File: config.mk
export PLATFORM = sky130hd
export DESIGN_NAME = fifo_rr_merge_arbiter
export DESIGN_NICKNAME = d
export VERILOG_FILES = /design/src/rtl/fifo_arb_pkg.sv /design/src/rtl/fifo_rr_merge_arbiter_picker.sv /design/src/rtl/fifo_rr_merge_arbiter.sv
export SDC_FILE = /design/constraint.sdc
export NUM_CORES = 1
export LEC_CHECK = 0
export BUFFER_PORTS_ARGS = -buffer_cell sky130_fd_sc_hd__buf_2
export CAP_MARGIN = 30
export CORE_ASPECT_RATIO = 1.4
export CORE_UTILIZATION = 44
export DETAILED_ROUTE_END_ITERATION = 8
export MAX_ROUTING_LAYER = met4
export PLACE_DENSITY = 0.95
export SLEW_MARGIN = 10
export SYNTH_ARGS = -nofsm -noshare
export SYNTH_HDL_FRONTEND = slang
export SYNTH_SLANG_ARGS = --single-unit
File: constraint.sdc
create_clock -name clk -period 8.3 [get_ports clk]
set_input_delay 1.245 -clock clk [delete_from_list [all_inputs] [get_ports clk]]
set_output_delay 1.245 -clock clk [all_outputs]
set_load 0.05 [all_outputs]
File: src/rtl/fifo_arb_pkg.sv
// Shared definitions for shared-FIFO merge arbiters: state encoding,
// end-of-packet bit location and the round-robin pointer increment.
package fifo_arb_pkg;

  typedef enum logic [0:0] {
    ARB    = 1'b0,
    LOCKED = 1'b1
  } arb_state_e;

  // End-of-packet marker sits in the MSB of every beat.
  function automatic int unsigned eop_bit(input int unsigned data_width);
    return data_width - 1;
  endfunction

  // Modulo increment by explicit compare so non-power-of-2 counts never
  // produce an index >= num_in.
  function automatic int unsigned rr_next(input int unsigned ptr,
                                          input int unsigned num_in);
    return (ptr == num_in - 1) ? 0 : ptr + 1;
  endfunction

endpackage

File: src/rtl/fifo_rr_merge_arbiter_picker.sv
// Combinational round-robin picker: first asserted request scanning
// upward from ptr, wrapping modulo NUM_IN.
module rr_priority_picker #(
  parameter int NUM_IN    = 4,
  parameter int IDX_WIDTH = $clog2(NUM_IN)
) (
  input  logic [NUM_IN-1:0]    req,
  input  logic [IDX_WIDTH-1:0] ptr,
  output logic                 valid,
  output logic [IDX_WIDTH-1:0] idx
);

  localparam logic [IDX_WIDTH:0] NUM_IN_W = (IDX_WIDTH+1)'(NUM_IN);

  logic [IDX_WIDTH:0] cand;

  // Scan ptr, ptr+1, ... ; ptr < NUM_IN so a single subtraction wraps.
  always_comb begin
    valid = 1'b0;
    idx   = '0;
    cand  = '0;
    for (int unsigned k = 0; k < NUM_IN; k++) begin
      cand = {1'b0, ptr} + (IDX_WIDTH+1)'(k);
      if (cand >= NUM_IN_W) cand = cand - NUM_IN_W;
      if (!valid && req[cand[IDX_WIDTH-1:0]]) begin
        valid = 1'b1;
        idx   = cand[IDX_WIDTH-1:0];
      end
    end
  end

endmodule

File: src/rtl/fifo_rr_merge_arbiter.sv
// Merges NUM_IN upstream FIFO read ports into one registered downstream
// write port with round-robin arbitration and optional packet lock.
module fifo_rr_merge_arbiter
  import fifo_arb_pkg::*;
#(
  parameter int NUM_IN     = 4,
  parameter int DATA_WIDTH = 32,
  parameter int PKT_MODE   = 0,
  parameter int IDX_WIDTH  = $clog2(NUM_IN)
) (
  input  logic                         clk,
  input  logic                         reset_n,
  input  logic [NUM_IN-1:0]            in_empty_n,
  output logic [NUM_IN-1:0]            in_read,
  input  logic [NUM_IN*DATA_WIDTH-1:0] in_dout,
  input  logic                         out_full_n,
  output logic                         out_write,
  output logic [DATA_WIDTH-1:0]        out_din,
  output logic [IDX_WIDTH-1:0]         grant_idx,
  output logic                         locked
);

  localparam int unsigned EOP_BIT = eop_bit(DATA_WIDTH);

  arb_state_e             state_q, state_d;
  logic [IDX_WIDTH-1:0]   ptr_q, lock_idx_q, grant_q;
  logic                   run_q;
  logic                   pick_valid;
  logic [IDX_WIDTH-1:0]   pick_idx;
  logic [IDX_WIDTH-1:0]   sel_idx, ptr_adv;
  logic                   sel_valid, pop, sel_eop;
  logic [DATA_WIDTH-1:0]  sel_data;

  rr_priority_picker #(
    .NUM_IN   (NUM_IN),
    .IDX_WIDTH(IDX_WIDTH)
  ) u_picker (
    .req  (in_empty_n),
    .ptr  (ptr_q),
    .valid(pick_valid),
    .idx  (pick_idx)
  );

  // Select the serviced input (picker or locked owner) and form the pop.
  // run_q holds pops off until the first clock edge after reset release.
  always_comb begin
    sel_idx   = (state_q == LOCKED) ? lock_idx_q : pick_idx;
    sel_valid = 1'b0;
    sel_data  = '0;
    for (int unsigned i = 0; i < NUM_IN; i++) begin
      if (IDX_WIDTH'(i) == sel_idx) begin
        sel_valid = in_empty_n[i];
        sel_data  = in_dout[i*DATA_WIDTH +: DATA_WIDTH];
      end
    end
    pop     = run_q & out_full_n & sel_valid;
    sel_eop = sel_data[EOP_BIT];
    ptr_adv = IDX_WIDTH'(rr_next(32'(sel_idx), NUM_IN));
    in_read = '0;
    for (int unsigned i = 0; i < NUM_IN; i++) begin
      in_read[i] = pop && (IDX_WIDTH'(i) == sel_idx);
    end
  end

  // Packet-lock next state; only leaves ARB when packet mode is enabled.
  always_comb begin
    state_d = state_q;
    if (PKT_MODE != 0 && pop) begin
      case (state_q)
        ARB:     if (!sel_eop) state_d = LOCKED;
        LOCKED:  if (sel_eop)  state_d = ARB;
        default: state_d = ARB;
      endcase
    end
  end

  // State register.
  always_ff @(posedge clk or negedge reset_n) begin
    if (!reset_n) state_q <= ARB;
    else          state_q <= state_d;
  end

  // Output register, pointer, grant and lock owner.
  // While locked sel_idx equals lock_idx, so the EOP advance uses ptr_adv too.
  always_ff @(posedge clk or negedge reset_n) begin
    if (!reset_n) begin
      run_q      <= 1'b0;
      out_write  <= 1'b0;
      out_din    <= '0;
      ptr_q      <= '0;
      lock_idx_q <= '0;
      grant_q    <= '0;
    end else begin
      run_q     <= 1'b1;
      out_write <= pop;
      if (pop) begin
        out_din <= sel_data;
        grant_q <= sel_idx;
        if (state_q == ARB || sel_eop) ptr_q <= ptr_adv;
        if (state_q == ARB) lock_idx_q <= sel_idx;
      end
    end
  end

  assign grant_idx = grant_q;
  assign locked    = (state_q == LOCKED);

endmodule

==> results.sh, run 1 <==
export IMPL_crit_slowest_cell="a211oi_1"
export IMPL_clock_sinks=38
export IMPL_grt_max_degree=40
export IMPL_worstSetupPathType="in -> out"
export IMPL_drive_above_1_share=0.5732
export IMPL_regToRegSetupSlack_ps=4800
export IMPL_dp_hpwl_mm=5.640
export IMPL_start_util=0.4672
export IMPL_worst_slew_margin_rel=0.3742
export IMPL_drv_cap=0
export IMPL_p_leak_nw=1.725
export IMPL_clock_skew_final_ps=4.965
export IMPL_io_pins=175
export IMPL_path_max_fanout=39
export IMPL_portBuffers=173
export IMPL_ys_types=30
export IMPL_first_global_vias=2605
export IMPL_track_usage=0.2725
export IMPL_status="complete, no violations"
export IMPL_finalPower_mw=1.342
export IMPL_tns_ps=0
export IMPL_r2r_start="ptr_q[0]"
export IMPL_grt_pass1_wl_mm=11.39
export IMPL_powerDensity_nw_per_um2=403.8
export IMPL_drcViolationCount=0
export IMPL_fmax_ghz=0.1748
export IMPL_async_flop_share=1.000
export IMPL_cp_slowest_stage_delay_ps=610
export IMPL_synthFlopType="dfrtp_1"
export IMPL_post_cts_buffers=0
export IMPL_fp_dieW_um=63.30
export IMPL_finalMaxSlewViolations=0
export IMPL_startpoint_type="primary input"
export IMPL_cts_clk_slew_worst_paths_ps=70
export IMPL_cts_buffers=5
export IMPL_path_buf_inv=4
export IMPL_drt_vias_per_instance=5.748
export IMPL_rr_endpoint="out_din[8]"
export IMPL_tightest_slew_ps=935.3
export IMPL_critPathArrivalTime_ps=4480
export IMPL_vias=2644
export IMPL_firstDrtPassIters=4
export IMPL_syn_cell_area_um2=2315
export IMPL_min_delay_start="out_din[24]"
export IMPL_num_antenna_cells=0
export IMPL_htreeDepth=2
export IMPL_drt_total_wl_mm=7.404
export IMPL_cpLargestDelayFamily="compound AO/OA/AOI/OAI gates"
export IMPL_cts_root_buf="clkbuf_8"
export IMPL_peakVddDrop_mv=0.2934
export IMPL_synthDominantCellAreaShare=0.4108
export IMPL_worstPathRequired_ps=7050
export IMPL_synth_nets=370
export IMPL_rows=30
export IMPL_ant_nets=0
export IMPL_clock_path_buffers=2
export IMPL_rsz0062_at_grt="no"
export IMPL_reg2reg_depth=8
export IMPL_synthCells=231
export IMPL_holdPathStages=1
export IMPL_yosysSeqAreaShare=0.4108
export IMPL_cts_tree="done"
export IMPL_hold_end="out_din[24]"
export IMPL_synthTopCellsByArea="dfrtp_1 (41%), mux2_2 (14%), a22oi_1 (10%), o22ai_1 (8.6%), a21oi_1 (7.4%)"
export IMPL_coreArea_um2=4955
export IMPL_antenna_found_initial=0
export IMPL_yosysTopAreaCell="dfrtp_1"
export IMPL_die_area_um2=5559
export IMPL_nNetsFinal=534
export IMPL_post_cts_resized=0
export IMPL_avgRoutedWirePerCell_um=16.10
export IMPL_clk_latency_ps=280
export IMPL_place_congestion=0.8245
export IMPL_drt_initial_drc_count=162
export IMPL_ys_warn_count=0
export IMPL_synth_edff_count=0
export IMPL_fillers=422
export IMPL_area_growth_syn_to_layout_pct=43.57
export IMPL_hp_class="reg -> reg"
export IMPL_worst_path_most_repeated_cell="buf_2"
export IMPL_ys_ff_latch=38
export IMPL_grt_overflow_total=0
export IMPL_endpoint_kind="output port"
export IMPL_cp_cell_sequence="buf_2 -> inv_1 -> o22ai_1 -> a211oi_1 -> ha_1 -> inv_2 -> a311oi_2 -> nand2_2 -> nor2_1 -> buf_2"
export IMPL_finalSetupViolations=0
export IMPL_syn_avg_cell_area_um2=10.02
export IMPL_hold_viol_final=0
export IMPL_hold_buffers=0
export IMPL_finalCritPeriodShare=0.6892
export IMPL_dieHeight_um=87.82
export IMPL_fin_crit_ps=5721
area by class of cell:
type                       instances  area (um2)  area share
multi-input combinational        163        1240      0.3731
sequential                        38       950.9      0.2861
timing repair buffer             178       923.4      0.2779
clock buffer                       6       82.58     0.02485
tap                               64       80.08     0.02410
inverter                           9       33.78     0.01017
clock inverter                     2       12.51    0.003765
synth_stat cells, types with 2 or more instances:
cell	instances
dfrtp_1	38
a21oi_1	34
o22ai_1	32
a22oi_1	31
mux2_2	29
clkbuf_1	15
inv_1	8
mux2_4	6
ha_1	4
nand2_1	4
nor2_1	4
buf_2	3
nand2b_1	3
buf_4	2
conb_1	2
nor2b_1	2
state kept, by name, summed over array words and instances, names as in the netlist:
| name | count |
|---|---|
| grant_idx | 2 |
| ptr_q | 2 |
| out_write | 1 |
| run_q | 1 |
| out_din | 32 |
how the worst max path moves through the flow:
stage	slack, ps	cells after the start	end	start
floorplan	3490	10	in_read[0]	in_empty_n[2]
global placement	2960	10	in_read[0]	in_empty_n[2]
detailed placement	2630	10	in_read[0]	in_empty_n[2]
CTS	2640	10	in_read[0]	in_empty_n[2]
global route	2310	10	in_read[0]	in_empty_n[2]
finish	2580	10	in_read[0]	in_empty_n[2]
logic make-up after synthesis:
kind of cell / share of synthesized area
adder cells (fa/ha/maj): 0.02162
buffers and inverters: 0.05675
multiplexers: 0.1843
flip-flops: 0.4108
AO/OA/AOI/OAI: 0.2859
other: 0.003244
AND/OR/NAND/NOR: 0.03729
report_power, final:
part           switching, mW  internal (mW)  leakage [nW]
Clock                 0.0640         0.0668        0.0472
Combinational          0.594          0.296          1.22
Sequential            0.0469          0.274         0.463
placed cells by master, fill, tap and decap left out, drive strengths merged, types with 2 or more instances in the layout:
master,Yosys,routed
buf,6,178
nor2b,2,2
nand2,4,4
inv,9,9
nor2,4,4
nand2b,3,3
dfrtp,38,38
ha,4,4
mux2,35,35
conb,2,2
o22ai,32,32
clkbuf,15,6
a21oi,34,34
a22oi,31,31
metal layers:
metal	vias to the layer above	track usage	wire length, um
met5	-	-	0
met4	0	0.1653	301
met3	35	0.05339	477
met2	153	0.4956	3993
met1	1246	0.2659	2631
li1	1210	-	-
stage by stage:
stage	area [um2]	util	instances	setup WS, ps	hold WS [ps]
after floorplan	2315	-	231	3491	545.1
after global placement	3193	0.6444	450	2963	482.8
after detailed placement	3208	0.6475	451	2626	487.7
after CTS	3303	0.6667	459	2642	505.0
after global routing	3323	0.6707	460	2309	518.6
final	3323	0.6707	460	2579	503.0
(Power assumes the default switching activity.)
==> run 2: changes to the inputs <==
CORE_UTILIZATION = 40   (was 44)
PLACE_DENSITY = 0.89   (was 0.95)
clock period = 5.4 ns   (was 8.3 ns; I/O delays follow)
==> results.sh, run 2 (same netlist as run 1, synthesis figures left out) <==
export IMPL_coreArea_um2=5525
export IMPL_worstPathRequired_ps=4590
export IMPL_cts_tree="done"
export IMPL_area_growth_syn_to_layout_pct=44.38
export IMPL_nNetsFinal=534
export IMPL_avgRoutedWirePerCell_um=15.40
export IMPL_critPathLaunch="in_empty_n[2]"
export IMPL_io_pins=175
export IMPL_pwr_share_comb=0.654
export IMPL_grt_max_degree=39
export IMPL_rows=32
export IMPL_p_leak_nw=1.729
export IMPL_finalMaxSlewViolations=0
export IMPL_critPathCapture="in_read[1]"
export IMPL_peakVddDrop_mv=0.4902
export IMPL_drt_vias_per_instance=5.508
export IMPL_r2r_start="ptr_q[0]"
export IMPL_rr_endpoint="out_din[8]"
export IMPL_worst_slew_margin_rel=0.4410
export IMPL_rsz0062_at_grt="no"
export IMPL_finalPower_mw=2.101
export IMPL_worstSetupPathType="in -> out"
export IMPL_dp_hpwl_mm=5.409
export IMPL_drt_initial_drc_count=115
export IMPL_p_sw_mw=1.079
export IMPL_tns_ps=0
export IMPL_first_global_vias=2462
export IMPL_fmax_ghz=0.2254
export IMPL_clock_power_share=0.111
export IMPL_drt_total_wl_mm=7.160
export IMPL_hold_buffers=0
export IMPL_clock_sinks=38
export IMPL_firstDrtPassIters=5
export IMPL_place_congestion=0.7850
export IMPL_fin_crit_ps=4437
export IMPL_post_cts_resized=0
export IMPL_powerDensity_nw_per_um2=628.6
export IMPL_tightest_slew_ps=838.5
export IMPL_htreeDepth=2
export IMPL_largest_reg_flops=32
export IMPL_portBuffers=173
export IMPL_vias=2561
export IMPL_clock_skew_final_ps=4.535
export IMPL_cts_clk_slew_worst_paths_ps=70
export IMPL_p_int_mw=1.022
export IMPL_antenna_found_initial=1
export IMPL_path_max_fanout=34
export IMPL_hold_viol_final=0
export IMPL_startpoint_type="primary input"
export IMPL_ant_nets=0
export IMPL_grt_overflow_total=0
export IMPL_worst_path_most_repeated_cell="buf_2"
export IMPL_critPathArrivalTime_ps=3630
export IMPL_cp_cell_sequence="buf_2 -> inv_1 -> o22ai_1 -> a211oi_1 -> ha_1 -> inv_2 -> a311oi_2 -> nand2_2 -> nor2_1 -> buf_2"
export IMPL_finalSetupViolations=0
export IMPL_final_common_cell="buf_2"
export IMPL_cts_buffers=5
export IMPL_reg2reg_depth=8
export IMPL_endpoint_kind="output port"
export IMPL_finalCritPeriodShare=0.8216
export IMPL_drcViolationCount=0
export IMPL_hp_class="reg -> reg"
export IMPL_sw_frac_of_total=0.5135
export IMPL_largest_register="out_din"
export IMPL_post_cts_buffers=0
export IMPL_dieHeight_um=92.01
export IMPL_start_util=0.4189
export IMPL_regToRegSetupSlack_ps=1960
export IMPL_drv_cap=0
export IMPL_crit_slowest_cell="a211oi_1"
export IMPL_fp_dieW_um=66.29
export IMPL_clock_path_buffers=2
export IMPL_drive_above_1_share=0.5682
export IMPL_cts_root_buf="clkbuf_8"
export IMPL_final_cell_mix="buf_2 (173), dfrtp_1 (38), a21oi_1 (34)"
export IMPL_track_usage=0.2450
export IMPL_cp_slowest_stage_delay_ps=590
export IMPL_die_area_um2=6099
export IMPL_pwr_share_seq=0.235
export IMPL_clk_latency_ps=280
export IMPL_status="complete, no violations"
export IMPL_grt_pass1_wl_mm=11.21
## run 2: cell types whose count changed in the layout (fill, tap and decap cells not counted)
cell | before | now
clkbuf_1 | 0 | 2
buf_12 | 1 | 0
buf_16 | 0 | 1
buf_4 | 3 | 4
buf_8 | 1 | 0
bufinv_16 | 0 | 1
clkbuf_8 | 6 | 5
clkinv_2 | 1 | 0
clkinvlp_4 | 1 | 0
diode_2 | 0 | 1
## run 2: power groups by stage
stage          registers (mW)  logic, mW  clock network, mW
2_1_floorplan           0.940      0.579                  0
3_3_place_gp            0.488       1.33                  0
3_5_place_dp            0.497       1.38                  0
4_1_cts                 0.492       1.38              0.240
5_1_grt                 0.508       1.47              0.251
6_report                0.493       1.37              0.233
## run 2: stage by stage
step | util | setup WS [ps] | area [um2] | std cells | hold slack, ps
after detailed placement | 0.5851 | 964.6 | 3233 | 456 | 487.3
after global placement | 0.5802 | 1210 | 3206 | 455 | 482.1
after floorplan | - | 1461 | 2315 | 231 | 514.4
after global routing | 0.6048 | 712.4 | 3342 | 465 | 513.1
after CTS | 0.6044 | 989.6 | 3339 | 464 | 504.5
final | 0.6048 | 963.2 | 3342 | 465 | 501.9
## run 2: metal layers
metal,global-route usage,share of wire
met1,0.2714,0.38
met4,0.07270,0.012
met3,0.03358,0.055
met2,0.4439,0.55
met5,-,0
## run 2: worst min-delay path by stage
stage | start | endpoint | slack, ps | depth (start not counted)
after floorplan | reset_n | grant_idx[0] | 510 | 0
after global placement | out_din[18] | out_din[18] | 480 | 1
after detailed placement | out_din[18] | out_din[18] | 490 | 1
after CTS | out_din[5] | out_din[5] | 500 | 1
after global routing | out_din[2] | out_din[2] | 510 | 1
final | out_din[5] | out_din[5] | 500 | 1
## run 2: final cells by class
cell class | count | area, um2
Fill cell | 476 | 2183
Multi-Input combinational cell | 163 | 1240
Sequential cell | 38 | 950.9
Timing Repair Buffer | 178 | 923.4
Tap cell | 68 | 85.08
Clock buffer | 7 | 76.32
Inverter | 9 | 33.78
Clock inverter | 1 | 30.03
Antenna cell | 1 | 2.502
## run 2: critical path, delay by kind of cell
family          cells  cell delay, ps
compound gates      3            1090
fa+ha+maj           1             360
buf+inv             4             800
simple gates        2             550
==> run 3: changes to the inputs <==
ABC_AREA = 1   (was default)
CORE_UTILIZATION = 43   (was 40)
PLACE_DENSITY = 0.9   (was 0.89)
clock period = 4.5 ns   (was 5.4 ns; I/O delays follow)
==> results.sh, run 3 <==
export IMPL_status="complete, no violations"
export IMPL_async_flop_share=1.000
export IMPL_grt_pass1_wl_mm=13.86
export IMPL_worstPathRequired_ps=3830
export IMPL_critPathLaunch="ptr_q[0]"
export IMPL_synthDominantCellAreaShare=0.3456
export IMPL_critPathArrivalTime_ps=3270
export IMPL_antenna_found_initial=0
export IMPL_clock_skew_final_ps=4.493
export IMPL_place_congestion=0.8524
export IMPL_ys_types=21
export IMPL_cts_buffers=5
export IMPL_synthCells=445
export IMPL_fp_dieW_um=69.61
export IMPL_ys_warn_count=0
export IMPL_clock_sinks=38
export IMPL_ys_ff_latch=38
export IMPL_final_common_cell="nand2_1"
export IMPL_post_cts_buffers=0
export IMPL_yosysTopAreaCell="dfrtp_1"
export IMPL_synth_nets=584
export IMPL_rows=34
export IMPL_holdPathStages=2
export IMPL_area_growth_syn_to_layout_pct=33.65
export IMPL_finalSetupViolations=0
export IMPL_clock_path_buffers=2
export IMPL_startpoint_type="flip-flop"
export IMPL_finalCritPeriodShare=0.8764
export IMPL_dp_cells=666
export IMPL_cp_cell_sequence="inv_4 -> nand2_1 -> nand2_1 -> nand2_1 -> nand2_2 -> nor2_4 -> nand4_1 -> nand2_2 -> ha_1 -> a22oi_1 -> o21ai_1 -> nand2_1 -> inv_2 -> nand2_1 -> inv_1 -> buf_2"
export IMPL_cts_tree="done"
export IMPL_tns_ps=0
export IMPL_fmax_ghz=0.2536
export IMPL_synthTopCellsByArea="dfrtp_1 (35%), nand2_1 (32%), o21ai_0 (11%), a21oi_1 (6.2%), buf_6 (2.5%)"
export IMPL_path_max_fanout=15
export IMPL_syn_cell_area_um2=2751
export IMPL_track_usage=0.2595
export IMPL_r2r_start="ptr_q[0]"
export IMPL_portBuffers=173
export IMPL_fin_crit_ps=3944
export IMPL_worst_path_most_repeated_cell="nand2_1"
export IMPL_drt_vias_per_instance=4.960
export IMPL_yosysSeqAreaShare=0.3456
export IMPL_firstDrtPassIters=4
export IMPL_drt_initial_drc_count=136
export IMPL_htreeDepth=2
export IMPL_hold_end="out_din[7]"
export IMPL_vias=3343
export IMPL_avgRoutedWirePerCell_um=12.07
export IMPL_drive_above_1_share=0.3239
export IMPL_largest_reg_flops=32
export IMPL_drt_total_wl_mm=8.134
export IMPL_num_antenna_cells=0
export IMPL_start_util=0.4430
export IMPL_grt_max_degree=57
export IMPL_hold_buffers=0
export IMPL_reg2reg_depth=16
export IMPL_hp_class="reg -> reg"
export IMPL_tightest_slew_ps=831.5
export IMPL_finalMaxSlewViolations=0
export IMPL_clk_latency_ps=280
export IMPL_syn_avg_cell_area_um2=6.183
export IMPL_min_delay_start="out_din[7]"
export IMPL_drv_cap=0
export IMPL_io_pins=175
export IMPL_first_global_vias=3198
export IMPL_fin_cells=674
export IMPL_endpoint_kind="output port"
export IMPL_nNetsFinal=740
export IMPL_final_cell_mix="nand2_1 (236), buf_2 (173), o21ai_0 (60)"
export IMPL_regToRegSetupSlack_ps=1210
export IMPL_ant_nets=0
export IMPL_dp_hpwl_mm=6.024
export IMPL_rr_endpoint="ptr_q[0]"
export IMPL_worst_slew_margin_rel=0.4457
export IMPL_hold_viol_final=0
export IMPL_synth_edff_count=0
export IMPL_cp_slowest_stage_delay_ps=620
export IMPL_synth_most_common_cell="nand2_1"
export IMPL_rsz0062_at_grt="no"
export IMPL_largest_register="out_din"
export IMPL_crit_slowest_cell="ha_1"
export IMPL_cts_clk_slew_worst_paths_ps=70
export IMPL_post_cts_resized=0
export IMPL_dieHeight_um=96.65
export IMPL_worstSetupPathType="reg -> out"
export IMPL_coreArea_um2=6211
export IMPL_netlist_top_cells_count="nand2_1 (236), o21ai_0 (60), dfrtp_1 (38)"
export IMPL_drcViolationCount=0
export IMPL_cts_root_buf="clkbuf_8"
export IMPL_die_area_um2=6727
export IMPL_grt_overflow_total=0
export IMPL_synthFlopType="dfrtp_1"
==> run 3: logic make-up (layout without fill, tap and decap cells) <==
family / Yosys count / in the layout / synth area share
compound gates: 101 / 101 / 0.1846
other cells: 2 / 2 / 0.002730
simple gates: 255 / 255 / 0.3633
fa+ha+maj: 4 / 4 / 0.01819
flops: 38 / 38 / 0.3456
buf+inv: 45 / 202 / 0.08549
==> run 3: per-stage QoR <==
| stage | worst slack, ps | area (um2) | utilization | hold WS (ps) |
|---|---|---|---|---|
| 6_report | 556.4 | 3677 | 0.5921 | 477.4 |
| 5_1_grt | 244.7 | 3677 | 0.5921 | 500.2 |
| 4_1_cts | 578.3 | 3677 | 0.5921 | 479.8 |
| 3_5_place_dp | 712.4 | 3582 | 0.5768 | 459.4 |
| 3_3_place_gp | 820.8 | 3582 | 0.5768 | 457.0 |
| 2_1_floorplan | 950.1 | 2751 | - | 379.4 |
==> run 3: critical path, delay by kind of cell, from the launching register on <==
family | cells | cell delay, ps
and+or+nand+nor | 9 | 990
adders and majority gates | 1 | 620
DFF | 1 | 560
buffers and inverters | 4 | 500
AOI/OAI and AO/OA | 2 | 350
==> run 3: layout make-up <==
class                      count  area, um2
fill                         590       2534
multi-input combinational    362       1568
sequential                    38      950.9
timing repair buffer         180      918.4
tap                           72      90.09
clock buffer                   6      82.58
inverter                      14      55.05
clock inverter                 2      12.51
==> run 3: per-layer routing <==
metal,global-route usage,wire (um),up-vias
li1,-,-,1719
met5,-,0,-
met3,0.04479,483,15
met4,0.09576,161,0
met2,0.4712,4364,134
met1,0.2777,3124,1475
==> run 3: worst max-delay path by stage <==
stage / slack (ps) / cells after the start / end
finish: 560 / 16 / in_read[3]
global route: 240 / 16 / in_read[3]
CTS: 580 / 16 / in_read[3]
detailed placement: 710 / 16 / in_read[3]
global placement: 820 / 16 / in_read[3]
floorplan: 950 / 16 / in_read[0]
Power of run 3 is left out: the tool's default activity adds up to more than one toggle a clock period on the data nets, which glitch-free logic cannot reach.
